===== config.mk =====
export PLATFORM = sky130hd
export DESIGN_NAME = fip_32_sqrt_arbiter
export DESIGN_NICKNAME = d
export VERILOG_FILES = /design/src/rtl/fip_pkg.sv /design/src/rtl/fip_rr_arbiter.sv /design/src/rtl/fip_32_sqrt_arbiter.sv
export SDC_FILE = /design/constraint.sdc
export NUM_CORES = 1
export LEC_CHECK = 0
export ABC_AREA = 1
export CAP_MARGIN = 40
export CORE_MARGIN = 2
export CORE_UTILIZATION = 30
export CTS_BUF_LIST = sky130_fd_sc_hd__clkbuf_4 sky130_fd_sc_hd__clkbuf_8
export DETAILED_ROUTE_END_ITERATION = 8
export DONT_BUFFER_PORTS = 1
export GPL_ROUTABILITY_DRIVEN = 0
export GPL_TIMING_DRIVEN = 1
export PLACE_DENSITY = 0.41
export SYNTH_ARGS = -nofsm -noshare
export SYNTH_HDL_FRONTEND = slang
export SYNTH_SLANG_ARGS = --single-unit

===== constraint.sdc =====
create_clock -name i_clk -period 3.95 [get_ports i_clk]
set_input_delay 0.9875 -clock i_clk [delete_from_list [all_inputs] [get_ports i_clk]]
set_output_delay 0.9875 -clock i_clk [all_outputs]
set_load 0.01 [all_outputs]

===== src/rtl/fip_pkg.sv =====
// ---------------------------------------------------------------------------
// fip_pkg
// Shared fixed-point (Q16.16) types and constants for the fip_* blocks, plus
// the state encoding of the shared square-root scheduler.
//
// Contents:
//   fip32_t           signed Q16.16 value
//   FIP_MIN/FIP_MAX   most negative / most positive Q16.16 value
//   FIP_ONE           1.0 in Q16.16
//   sqrt_arb_state_e  IDLE / ISSUE / WAIT / RESP
// ---------------------------------------------------------------------------
package fip_pkg;

  typedef logic signed [31:0] fip32_t;

  localparam fip32_t FIP_MIN = 32'sh8000_0000;
  localparam fip32_t FIP_MAX = 32'sh7FFF_FFFF;
  localparam fip32_t FIP_ONE = 32'sh0001_0000;

  typedef enum logic [1:0] {
    IDLE  = 2'd0,
    ISSUE = 2'd1,
    WAIT  = 2'd2,
    RESP  = 2'd3
  } sqrt_arb_state_e;

endpackage : fip_pkg


===== src/rtl/fip_rr_arbiter.sv =====
// ---------------------------------------------------------------------------
// fip_rr_arbiter
// Purely combinational round-robin pick. Scans the request vector starting at
// the pointer position, wrapping from N_REQ-1 back to 0, and returns the first
// set bit both as a one-hot vector and as a binary index.
//
// Parameters:
//   N_REQ   number of requesters (2..8)
// Ports:
//   i_req    [N_REQ-1:0]  request vector
//   i_ptr    [IDX_W-1:0]  highest-priority position for this pick
//   o_gnt    [N_REQ-1:0]  one-hot winner (all zero when no request)
//   o_idx    [IDX_W-1:0]  binary winner index (zero when no request)
//   o_valid               at least one request present
// ---------------------------------------------------------------------------
module fip_rr_arbiter
  import fip_pkg::*;
#(
  parameter  int N_REQ = 4,
  localparam int IDX_W = $clog2(N_REQ)
) (
  input  logic [N_REQ-1:0] i_req,
  input  logic [IDX_W-1:0] i_ptr,
  output logic [N_REQ-1:0] o_gnt,
  output logic [IDX_W-1:0] o_idx,
  output logic             o_valid
);

  // Walk the candidates in priority order; the first hit wins and the
  // o_valid flag blocks every later candidate.
  always_comb begin
    int cand;
    cand    = 0;
    o_gnt   = '0;
    o_idx   = '0;
    o_valid = 1'b0;
    for (int i = 0; i < N_REQ; i++) begin
      cand = int'(i_ptr) + i;
      if (cand >= N_REQ) begin
        cand = cand - N_REQ;
      end
      if (!o_valid && i_req[cand]) begin
        o_valid     = 1'b1;
        o_idx       = IDX_W'(cand);
        o_gnt[cand] = 1'b1;
      end
    end
  end

endmodule : fip_rr_arbiter


===== src/rtl/fip_32_sqrt_arbiter.sv =====
// ---------------------------------------------------------------------------
// fip_32_sqrt_arbiter
// Round-robin scheduler sharing one iterative fip_32_sqrt unit between N_REQ
// requesters. The winning radicand is latched, a one-cycle enable is sent to
// the sqrt unit, and its o_valid is awaited. The root goes back to the granted
// requester with a one-hot response pulse. A watchdog turns a hung operation
// into an error response (root 0, o_rsp_err 1).
//
// Parameters:
//   N_REQ    number of requesters (2..8)
//   TIMEOUT  cycles spent in WAIT before the op is aborted
//
// Ports:
//   i_clk, i_rst       clock, asynchronous active-high reset
//   i_req  [N_REQ]     request levels, held until the matching o_gnt bit
//   i_rad  [N_REQ][32] per-requester unsigned Q16.16 radicand
//   o_gnt  [N_REQ]     one-hot grant pulse (request consumed)
//   o_rsp_valid [N_REQ] one-hot response pulse
//   o_root [32]        result for the pulsed requester (0 outside RESP)
//   o_rsp_err          response is a timeout
//   o_busy             FSM not in IDLE
//   o_sqrt_en          enable pulse to fip_32_sqrt
//   o_sqrt_rad [32]    radicand to fip_32_sqrt
//   i_sqrt_root/i_sqrt_busy/i_sqrt_valid  fip_32_sqrt status and result
//
// Optional build macro FIP_SQRT_ARB_STATS_EN adds:
//   o_stat_ops [N_REQ][16]  per-requester completed-op counters (saturating)
//   o_stat_timeouts [16]    timed-out op counter (saturating)
// ---------------------------------------------------------------------------
module fip_32_sqrt_arbiter
  import fip_pkg::*;
#(
  parameter  int N_REQ   = 4,
  parameter  int TIMEOUT = 64,
  localparam int IDX_W   = $clog2(N_REQ)
) (
  input  logic                   i_clk,
  input  logic                   i_rst,
  input  logic [N_REQ-1:0]       i_req,
  input  logic [N_REQ-1:0][31:0] i_rad,
  output logic [N_REQ-1:0]       o_gnt,
  output logic [N_REQ-1:0]       o_rsp_valid,
  output logic [31:0]            o_root,
  output logic                   o_rsp_err,
  output logic                   o_busy,
  output logic                   o_sqrt_en,
  output logic [31:0]            o_sqrt_rad,
  input  logic [31:0]            i_sqrt_root,
  input  logic                   i_sqrt_busy,
  input  logic                   i_sqrt_valid
`ifdef FIP_SQRT_ARB_STATS_EN
  ,
  output logic [N_REQ-1:0][15:0] o_stat_ops,
  output logic [15:0]            o_stat_timeouts
`endif
);

  localparam int CNT_W = (TIMEOUT > 1) ? $clog2(TIMEOUT) : 1;
  localparam logic [CNT_W-1:0] CNT_LAST = CNT_W'(TIMEOUT - 1);

  sqrt_arb_state_e state_q, state_d;
  logic [IDX_W-1:0] idx_q, idx_d;
  logic [N_REQ-1:0] gnt_q, gnt_d;
  logic [31:0]      rad_q, rad_d;
  logic [31:0]      root_q, root_d;
  logic             err_q, err_d;
  logic [IDX_W-1:0] ptr_q, ptr_d;
  logic [CNT_W-1:0] cnt_q, cnt_d;

  logic [N_REQ-1:0] arb_gnt;
  logic [IDX_W-1:0] arb_idx;
  logic             arb_valid;

  fip_rr_arbiter #(
    .N_REQ (N_REQ)
  ) u_rr (
    .i_req   (i_req),
    .i_ptr   (ptr_q),
    .o_gnt   (arb_gnt),
    .o_idx   (arb_idx),
    .o_valid (arb_valid)
  );

  // State and operand registers. Reset drops any op in flight silently.
  always_ff @(posedge i_clk or posedge i_rst) begin
    if (i_rst) begin
      state_q <= IDLE;
      idx_q   <= '0;
      gnt_q   <= '0;
      rad_q   <= '0;
      root_q  <= '0;
      err_q   <= 1'b0;
      ptr_q   <= '0;
      cnt_q   <= '0;
    end else begin
      state_q <= state_d;
      idx_q   <= idx_d;
      gnt_q   <= gnt_d;
      rad_q   <= rad_d;
      root_q  <= root_d;
      err_q   <= err_d;
      ptr_q   <= ptr_d;
      cnt_q   <= cnt_d;
    end
  end

  // Next-state logic. The one-hot winner is kept alongside its index so the
  // grant and response pulses need no decode. In WAIT a valid from the sqrt
  // unit is tested before the watchdog, so it wins on a tie.
  always_comb begin
    state_d = state_q;
    idx_d   = idx_q;
    gnt_d   = gnt_q;
    rad_d   = rad_q;
    root_d  = root_q;
    err_d   = err_q;
    ptr_d   = ptr_q;
    cnt_d   = cnt_q;

    unique case (state_q)
      IDLE: begin
        if (arb_valid && !i_sqrt_busy) begin
          idx_d   = arb_idx;
          gnt_d   = arb_gnt;
          rad_d   = i_rad[arb_idx];
          state_d = ISSUE;
        end
      end
      ISSUE: begin
        if (idx_q == IDX_W'(N_REQ - 1)) begin
          ptr_d = '0;
        end else begin
          ptr_d = idx_q + IDX_W'(1);
        end
        cnt_d   = '0;
        state_d = WAIT;
      end
      WAIT: begin
        if (i_sqrt_valid) begin
          root_d  = i_sqrt_root;
          err_d   = 1'b0;
          state_d = RESP;
        end else if (cnt_q == CNT_LAST) begin
          root_d  = '0;
          err_d   = 1'b1;
          state_d = RESP;
        end else begin
          cnt_d = cnt_q + CNT_W'(1);
        end
      end
      RESP: begin
        state_d = IDLE;
      end
      default: begin
        state_d = IDLE;
      end
    endcase
  end

  // Outputs are decoded from the registered state so each pulse lasts
  // exactly one cycle and everything is zero while reset is applied.
  always_comb begin
    o_gnt       = '0;
    o_rsp_valid = '0;
    o_root      = '0;
    o_rsp_err   = 1'b0;
    o_sqrt_en   = 1'b0;
    o_sqrt_rad  = '0;
    o_busy      = (state_q != IDLE);
    unique case (state_q)
      ISSUE: begin
        o_gnt      = gnt_q;
        o_sqrt_en  = 1'b1;
        o_sqrt_rad = rad_q;
      end
      WAIT: begin
        o_sqrt_rad = rad_q;
      end
      RESP: begin
        o_rsp_valid = gnt_q;
        o_root      = root_q;
        o_rsp_err   = err_q;
      end
      default: begin
      end
    endcase
  end

`ifdef FIP_SQRT_ARB_STATS_EN
  logic [N_REQ-1:0][15:0] stat_ops_q;
  logic [15:0]            stat_to_q;

  // Saturating usage counters, bumped once per response. A timed-out op
  // counts as a completed op for its requester and also as a timeout.
  always_ff @(posedge i_clk or posedge i_rst) begin
    if (i_rst) begin
      stat_ops_q <= '0;
      stat_to_q  <= '0;
    end else if (state_q == RESP) begin
      for (int i = 0; i < N_REQ; i++) begin
        if (gnt_q[i] && (stat_ops_q[i] != 16'hFFFF)) begin
          stat_ops_q[i] <= stat_ops_q[i] + 16'd1;
        end
      end
      if (err_q && (stat_to_q != 16'hFFFF)) begin
        stat_to_q <= stat_to_q + 16'd1;
      end
    end
  end

  assign o_stat_ops      = stat_ops_q;
  assign o_stat_timeouts = stat_to_q;
`endif

endmodule : fip_32_sqrt_arbiter


==> results by group, run 1 <==
STA
  • RSZ-0062 raised after global routing: false
  • Max transition margin: 52.9%
  • Crit share post-route: 78.5%
  • Max-slew violation total from the final report: 0
  • Post-route minimum period: 3.10 ns
  • Hold slack: 0.455 ns
  • Fmax achieved: 322 MHz
  • Final Hold Fails: 0
  • Final setup vio count: 0
  • Clock skew: 0.00919 ns
  • Setup TNS: 0 ns
  • Worst Tran Pin Value: 0.707 ns
  • PnR worst setup slack: 0.848 ns

CTS
  • Hold buffers post-CTS: 0
  • Post-CTS Setup Bufs: 0
  • Worst-path clk slew: 0.09 ns
  • H-tree Lvls: 3
  • Clk Latency, worst-skew pair: 0.37 ns
  • Maximum clock path buffer count: 2
  • Num CTS Buffers: 9
  • Post_cts resized: 0
  • TritonCTS clock tree: yes
  • CTS root buf: clkbuf_8
  • Clk sink count: 81

Finish
  • Final nets: 1070
  • Fillers: 2160
  • FF/Latch Area: 0.00203 sq mm
  • Area Overhead vs Synth: 6.98%
  • Layout cell share with drive strength beyond 1: 5.83%
  • Area taken by multi-input logic gates: 0.00273 sq mm
  • Fin util: 32.7%
  • Post-route cell area: 0.00614 sq mm
  • Antenna Cells: 0

Worst setup path
  • Crit Path Category: reg -> out
  • Worst r2r src: ptr_q[0]$_DFFE_PP0P_
  • Endpoint class of the critical path: output port
  • Worst reg2reg path endpoint: rad_q[16]$_DFFE_PP0P_
  • R2R Setup Slk: 1.02 ns
  • Startpoint Class: flop
  • Crit-path max FO: 18
  • WP data required: 2.96 ns
  • Crit path DAT: 2.11 ns
  • Worst reg2reg path depth: 14

Drt
  • Post-route ant nets: 0
  • First drt pass iteration count: 5
  • Final WL: 16400 microns
  • Routed len/inst: 14.6 microns
  • Vias per cell: 4.61
  • Initial drt markers: 216
  • DRC: 0
  • Routed via count: 5196

Logic synthesis
  • Adder-Cell Fraction of Synth Area: 3.27%
  • Main combinational cell family by area after synthesis: simple AND/OR/NAND/NOR gates
  • Most common flop cell mapped by yosys: dfrtp_1
  • Cells after Synth: 906
  • Sequential area share after synthesis: 35.3%
  • Mux cell area share after synthesis: 0%
  • Post-synthesis register bit count: 81
  • Synth Net Count: 1089
  • Post-synth ARST share: 100%
  • Synth Area in Simple Gates: 39.4%
  • Compound-Gate Fraction of Synth Area: 4.53%
  • Ys Warns: 0
  • Unique cell type count in the Yosys netlist: 33
  • Post-synth EDFFs: 0
  • XOR/XNOR Fraction of Synth Area: 0.305%
  • Post-synthesis average cell area: 6.33 sq um
  • Post-Synthesis Cell Area: 0.00574 sq mm

Run
  • Max-cap viol count: 0

Die
  • Core box area: 0.0188 sq mm
  • Row count: 50
  • IO Pins: 243
  • Initial Util: 30.6%
  • Die area: 0.0203 sq mm
  • Die Y: 142 microns
  • Width of the die: 142 microns

Global route
  • GR Util All Layers: 16.3%
  • Antenna violations before repair: 0
  • First-pass GRT wire length: 26000 microns
  • Largest net degree at the start of global routing: 82
  • Gr ovfl total: 0
  • Vias in the first global route: 5098

Place
  • Port bufs: 0
  • Pre-CTS setup slack: 0.987 ns
  • Placed Instance Area: 0.00596 sq mm
  • Detail Placement HPWL: 12100 microns

Worst hold path
  • HP Class: in -> async

Pwr
  • Leak: 3.89 nW
  • VDD IR max: 0.478 mV
  • Pwr Density: 934 mW/mm^2

Run status
  • Outcome: finished clean
-- synthesized netlist by cell type, types with 5 or more instances --
library cell	number	share of area, %
a21oi_1	11	0.96
clkbuf_1	23	1.5
nand2_2	5	0.55
inv_1	196	13
buf_4	6	0.78
nor2_1	8	0.52
buf_6	5	0.98
dfrtp_1	81	35
ha_1	15	3.3
buf_1	7	0.46
nand3_1	141	12
nand2_1	336	22
o21ai_0	15	1.3
or2_1	13	1.4
o211ai_1	14	1.8
-- layout by cell type, fill, tap and decap left out, types with 2 or more instances in the layout --
cell type and instances:
buf_4 12, inv_1 195, o21ai_0 15, clkinv_4 2
clkinv_2 3, nor2_4 3, nand2_1 336, nor3_1 3
nand3_2 3, nand3_1 141, a21oi_1 11, nand4_1 2
buf_12 2, clkbuf_8 9, dfrtp_1 81, nor2_1 8
ha_1 15, o211ai_1 14, nand2_2 5, o22ai_1 2
nand2_4 2, inv_2 2, or2_1 13
-- stage by stage --
step / std cells / power, mW
2_1_floorplan: 906 / 4.50
3_3_place_gp: 1107 / 5.27
3_5_place_dp: 1110 / 5.26
4_1_cts: 1126 / 5.87
5_1_grt: 1126 / 6.46
6_report: 1126 / 5.74
-- flip-flops by register name (all words and copies together) (netlist names) --
signal / count
err_q: 1
root_q: 32
rad_q: 32
idx_q: 2
cnt_q: 6
state_q: 2
ptr_q: 2
gnt_q: 4
-- logic make-up (layout without fill, tap and decap cells) --
kind of cell	count (synthesis)	in the layout
AND/OR/NAND/NOR	519	519
buffers and inverters	245	231
flip-flops	81	81
AO/OA/AOI/OAI	44	44
adder cells (fa/ha/maj)	15	15
XOR/XNOR	2	2
-- final cells by class --
class                           instances  share of cell area (%)
Clock inverter                          7                   0.897
Multi-Input combinational cell        580                    44.4
Timing Repair Buffer                   15                    2.57
Sequential cell                        81                    33.0
Clock buffer                            9                    2.02
Tap cell                              234                    4.77
Inverter                              200                    12.3
-- worst max-delay path by stage --
| stage | start | endpoint | depth (start not counted) |
|---|---|---|---|
| final | state_q[0]$_DFFE_PP0P_ | o_sqrt_rad[26] | 5 |
| after detailed placement | ptr_q[0]$_DFFE_PP0P_ | rad_q[3]$_DFFE_PP0P_ | 15 |
| after global routing | state_q[0]$_DFFE_PP0P_ | o_sqrt_rad[26] | 5 |
| after floorplan | i_rst | cnt_q[0]$_DFFE_PP0P_ | 1 |
| after global placement | ptr_q[0]$_DFFE_PP0P_ | rad_q[25]$_DFFE_PP0P_ | 11 |
| after CTS | state_q[0]$_DFFE_PP0P_ | o_sqrt_rad[26] | 5 |
-- where the power goes --
part / internal, mW / leakage, nW / switching [mW]
clock network: 0.235 / 0.0915 / 0.351
registers: 1.20 / 1.02 / 0.224
logic: 1.15 / 2.78 / 2.58
-- critical path, cell delays in order, from the launching register on --
cell,delay (ns)
dfrtp_1,0.38
inv_1,0.10
ha_1,0.76
buf_4,0.28
nand2_1,0.10
inv_1,0.13
-- layer usage --
layer / track usage [%] / part of all wire [%] / up-vias
met1: 20.3 / 44 / 2370
met4: 3.60 / 1.2 / 0
met3: 4.48 / 5.2 / 12
met2: 28.2 / 49 / 144
li1: - / - / 2670
met5: 0 / 0 / -
(Power assumes the default switching activity.)
==> run 2: changes to the inputs <==
Clock period 3.95 ns to 3.3 ns, I/O delays scaled along.
==> results by group, run 2 (same netlist as run 1, synthesis figures left out) <==
Finish
  • Layout cell share with drive strength beyond 1: 6.15%
  • Regs by FF count: rad_q x32, root_q x32, cnt_q x6
  • Post-route cell area: 0.00620 sq mm
  • Area Overhead vs Synth: 7.96%
  • Commonest non-fill, non-tap cell in the layout: nand2_1
  • Final nets: 1073
  • Most frequent cells in the layout: 336 x nand2_1, 195 x inv_1, 141 x nand3_1, 81 x dfrtp_1, 16 x buf_4

Worst setup path
  • Most used cell, CP: inv_1
  • Critical-path cell list: inv_1 -> ha_1 -> buf_4 -> nand2_1 -> inv_1
  • Crit Path Category: reg -> out
  • WP data required: 2.47 ns
  • Startpoint Class: flop
  • Crit-path slowest cell: ha_1
  • Endpoint class of the critical path: output port
  • Crit-path max FO: 25
  • CP peak stage delay: 0.50 ns
  • Crit path DAT: 1.96 ns

Drt
  • First drt pass iteration count: 4
  • Initial drt markers: 246
  • Final WL: 17100 microns
  • Routed len/inst: 15.1 microns
  • Post-route ant nets: 0
  • Vias per cell: 4.71
  • DRC: 0
  • Routed via count: 5320

CTS
  • CTS root buf: clkbuf_8
  • H-tree Lvls: 3
  • Hold buffers post-CTS: 0
  • Clk Latency, worst-skew pair: 0.38 ns
  • Num CTS Buffers: 9
  • Post_cts resized: 0
  • Maximum clock path buffer count: 2
  • Clk sink count: 81
  • TritonCTS clock tree: yes
  • Post-CTS Setup Bufs: 0
  • Worst-path clk slew: 0.11 ns

Global route
  • GR Util All Layers: 16.8%
  • Largest net degree at the start of global routing: 74
  • Gr ovfl total: 0
  • First-pass GRT wire length: 26900 microns
  • Antenna violations before repair: 1
  • Vias in the first global route: 5150

Pwr
  • Leak: 3.93 nW
  • VDD IR max: 0.914 mV
  • Overall power: 7.14 mW
  • Pwr Density: 1150 mW/mm^2

Die
  • Initial Util: 30.6%
  • Die area: 0.0203 sq mm
  • Width of the die: 142 microns
  • IO Pins: 243
  • Die Y: 142 microns
  • Core box area: 0.0188 sq mm
  • Row count: 50

STA
  • PnR worst setup slack: 0.513 ns
  • Final setup vio count: 0
  • Fmax achieved: 359 MHz
  • Final Hold Fails: 0
  • Post-route minimum period: 2.79 ns
  • Worst Tran Pin Value: 0.712 ns
  • Clock skew: 0.0165 ns
  • Setup TNS: 0 ns
  • RSZ-0062 raised after global routing: false
  • Crit share post-route: 84.5%
  • Hold slack: 0.404 ns
  • Max-slew violation total from the final report: 0
  • Max transition margin: 52.5%

Worst hold path
  • HP Class: in -> async

Place
  • Pre-CTS setup slack: 0.461 ns
  • Port bufs: 0
  • Placed Instance Area: 0.00596 sq mm
  • Detail Placement HPWL: 12400 microns

Run status
  • Outcome: finished clean

Run
  • Max-cap viol count: 0
## run 2: power by group
group	total, mW	internal, mW	leakage, nW	switching, mW
Sequential	1.71	1.44	1.02	0.275
Clock	0.874	0.441	0.117	0.433
Combinational	4.55	1.40	2.79	3.15
Total	7.14	3.28	3.93	3.86
## run 2: path summary, 6_finish.rpt
| kind | slack (ns) | start | cells after the start | to |
|---|---|---|---|---|
| worst max-delay path | 0.51 | state_q[0]$_DFFE_PP0P_ | 5 | o_sqrt_rad[16] |
| worst min-delay path | 0.40 | i_rst | 1 | root_q[4]$_DFFE_PP0P_ |
| worst max register to register | 0.53 | ptr_q[1]$_DFFE_PP0P_ | 10 | rad_q[12]$_DFFE_PP0P_ |
| worst min register to register | 0.48 | rad_q[31]$_DFFE_PP0P_ | 2 | rad_q[31]$_DFFE_PP0P_ |
| max in group asynchronous | 2.20 | i_rst | 2 | rad_q[20]$_DFFE_PP0P_ |
| min in group i_clk | 0.48 | rad_q[31]$_DFFE_PP0P_ | 2 | rad_q[31]$_DFFE_PP0P_ |
## run 2: per-stage QoR
stage | utilization, % | instances
6_report | 33.0 | 1130
5_1_grt | 33.0 | 1129
4_1_cts | 33.0 | 1129
3_5_place_dp | 31.8 | 1113
3_3_place_gp | 31.8 | 1113
2_1_floorplan | - | 906
## run 2: cell type report
type / instances / area (sq um)
Timing Repair Buffer: 18 / 160
Antenna cell: 1 / 2.50
Multi-Input combinational cell: 580 / 2730
Inverter: 200 / 754
Clock inverter: 7 / 106
Fill cell: 2149 / 12600
Clock buffer: 9 / 124
Tap cell: 234 / 293
Sequential cell: 81 / 2030
## run 2: per-layer routing
metal / wire [microns] / GRT usage, % / vias to the layer above
li1: - / - / 2683
met1: 7440 / 20.5 / 2481
met2: 8530 / 29.7 / 146
met3: 988 / 4.78 / 10
met4: 156 / 3.02 / 0
met5: 0 / 0 / -
## run 2: worst max-delay path, delay by kind of cell, from the launching register on
family | cells | cell delay [ns]
fa+ha+maj | 1 | 0.50
simple gates | 1 | 0.13
flops | 1 | 0.38
buf+inv | 3 | 0.58
==> run 3: changes to the inputs <==
Settings changed: PLACE_DENSITY 0.41 to 0.42.
Clock period 3.3 ns to 2.3 ns, I/O delays scaled along.
==> results by group, run 3 (same netlist as run 1, synthesis figures left out) <==
CTS
  • Clk Latency, worst-skew pair: 0.37 ns
  • H-tree Lvls: 3
  • CTS root buf: clkbuf_8
  • TritonCTS clock tree: yes
  • Hold buffers post-CTS: 0
  • Maximum clock path buffer count: 2
  • Worst-path clk slew: 0.08 ns
  • Clk sink count: 81
  • Num CTS Buffers: 9

Finish
  • Fin util: 36.0%
  • Area taken by multi-input logic gates: 0.00285 sq mm
  • Final Instance Count excl. Fillers: 1155
  • Final nets: 1101
  • Regs by FF count: rad_q x32, root_q x32, cnt_q x6
  • Layout cell share with drive strength beyond 1: 10.3%
  • Commonest non-fill, non-tap cell in the layout: nand2_1
  • FF/Latch Area: 0.00203 sq mm
  • Area Overhead vs Synth: 17.7%
  • Antenna Cells: 0
  • Fillers: 2074
  • Most frequent cells in the layout: 333 x nand2_1, 193 x inv_1, 136 x nand3_1, 80 x dfrtp_1, 24 x buf_4

Global route
  • GRT met2 Usage: 28.3%
  • GR Util met1: 21.0%
  • Antenna violations before repair: 0
  • Gr ovfl total: 0
  • First-pass GRT wire length: 26600 microns
  • M3 GR Usage: 4.41%
  • Vias in the first global route: 5240
  • Largest net degree at the start of global routing: 66
  • GR Util All Layers: 16.7%
  • Busiest metal layer after global routing: met2

Worst setup path
  • Worst reg2reg path endpoint: rad_q[16]$_DFFE_PP0P_
  • Top delay family on crit path: simple AND/OR/NAND/NOR gates
  • R2R Setup Slk: 0.10 ns
  • Endpoint class of the critical path: flop
  • Crit-path slowest cell: dfrtp_1
  • Worst reg2reg path depth: 14
  • Crit-path max FO: 6
  • Crit Path Category: reg -> reg
  • Bufs and invs on worst path: 5
  • WP depth: 14
  • Critical-path cell list: inv_2 -> ha_4 -> inv_4 -> nand3_2 -> nand2_4 -> buf_6 -> nand3_4 -> buf_6 -> nand3_4 -> nand2_8 -> buf_16 -> or2_2 -> nand3_2 -> nand3_2
  • Startpoint Class: flop
  • CP peak stage delay: 0.39 ns
  • Crit path DAT: 2.44 ns
  • Worst r2r src: ptr_q[1]$_DFFE_PP0P_
  • WP data required: 2.54 ns
  • Most used cell, CP: nand3_2

STA
  • Worst Tran Pin Value: 0.482 ns
  • Post-route minimum period: 2.20 ns
  • Final setup vio count: 0
  • Setup TNS: 0 ns
  • PnR worst setup slack: 0.103 ns
  • Max-slew violation total from the final report: 0
  • Max transition margin: 67.6%
  • Crit share post-route: 95.5%
  • Clock skew: 0.0102 ns
  • Fmax achieved: 455 MHz
  • Final Hold Fails: 0

Die
  • IO Pins: 243
  • Width of the die: 142 microns
  • Row count: 50
  • Die area: 0.0203 sq mm
  • Die Y: 142 microns
  • Initial Util: 30.6%
  • Core box area: 0.0188 sq mm

Worst hold path
  • HP Class: in -> async

Drt
  • First drt pass iteration count: 5
  • Routed len/inst: 15.4 microns
  • Vias per cell: 4.68
  • Initial drt markers: 208
  • DRC: 0
  • Routed via count: 5403
  • Final WL: 17700 microns
  • Post-route ant nets: 0

Run
  • Max-cap viol count: 0

Place
  • Port bufs: 0
  • Pre-CTS setup slack: -0.150 ns
  • Detail Placement HPWL: 11900 microns
  • DP Cell Count: 1127

Pwr
  • VDD IR max: 1.00 mV
  • Overall power: 12.5 mW
  • Pwr Density: 1840 mW/mm^2
  • Leak: 4.16 nW

Run status
  • Outcome: finished clean
run 3: cell count changes in the layout (fill, tap and decap cells not counted), sizes merged:
cell      before  now
clkinv         3    2
inv          202  199
diode          1    0
clkbuf         9   16
buf           18   38
nand2        343  344
clkinvlp       0    2
run 3: worst register-to-register path: stages (launching register included):
cell and delay [ns]:
dfrtp_1 0.39, inv_2 0.08, ha_4 0.22, inv_4 0.06, nand3_2 0.09, nand2_4 0.08, buf_6 0.10, nand3_4 0.08
buf_6 0.14, nand3_4 0.13, nand2_8 0.13, buf_16 0.17, or2_2 0.28, nand3_2 0.07, nand3_2 0.06
run 3: cell type report:
type	instances	area share, %
repair buffers	45	9.24
clock buffers	9	1.83
clock inverters	5	1.20
multi-input cells	581	42.1
flip-flops and latches	81	30.0
inverters	200	11.2
well taps	234	4.33
run 3: worst max-delay path by stage:
stage                              start  slack [ns]                     to
global placement    ptr_q[0]$_DFFE_PP0P_       -0.42   rad_q[5]$_DFFE_PP0P_
global route        ptr_q[1]$_DFFE_PP0P_      -0.005  rad_q[16]$_DFFE_PP0P_
finish              ptr_q[1]$_DFFE_PP0P_        0.10  rad_q[16]$_DFFE_PP0P_
CTS                 ptr_q[1]$_DFFE_PP0P_       0.009  rad_q[16]$_DFFE_PP0P_
floorplan           ptr_q[1]$_DFFE_PP0P_        0.02  rad_q[16]$_DFFE_PP0P_
detailed placement  ptr_q[0]$_DFFE_PP0P_       -0.15   rad_q[9]$_DFFE_PP0P_
run 3: power breakdown:
part / total [mW] / switching [mW] / internal (mW)
combinational: 8.88 / 5.27 / 3.61
clock: 1.15 / 0.552 / 0.602
sequential: 2.42 / 0.357 / 2.06
run 3: metrics by stage:
step           hold slack (ns)  area [sq um]
2_1_floorplan            0.449          5740
3_3_place_gp             0.467          6110
3_5_place_dp             0.465          6130
4_1_cts                 0.0665          6470
5_1_grt                 0.0862          6760
6_report                0.0934          6760
run 3: timing repair:
item / in CTS / in global routing
gates cloned: 2 / 8
setup buffers: 3 / 1
endpoints found under the setup margin: 36 / 37
resized for setup: 12 / 20
pin swaps: 3 / 4
run 3: metal layers:
metal,wire [microns],part of all wire [%]
met1,8070,46
met3,1010,5.7
met5,0,0
met4,295,1.7
met2,8360,47
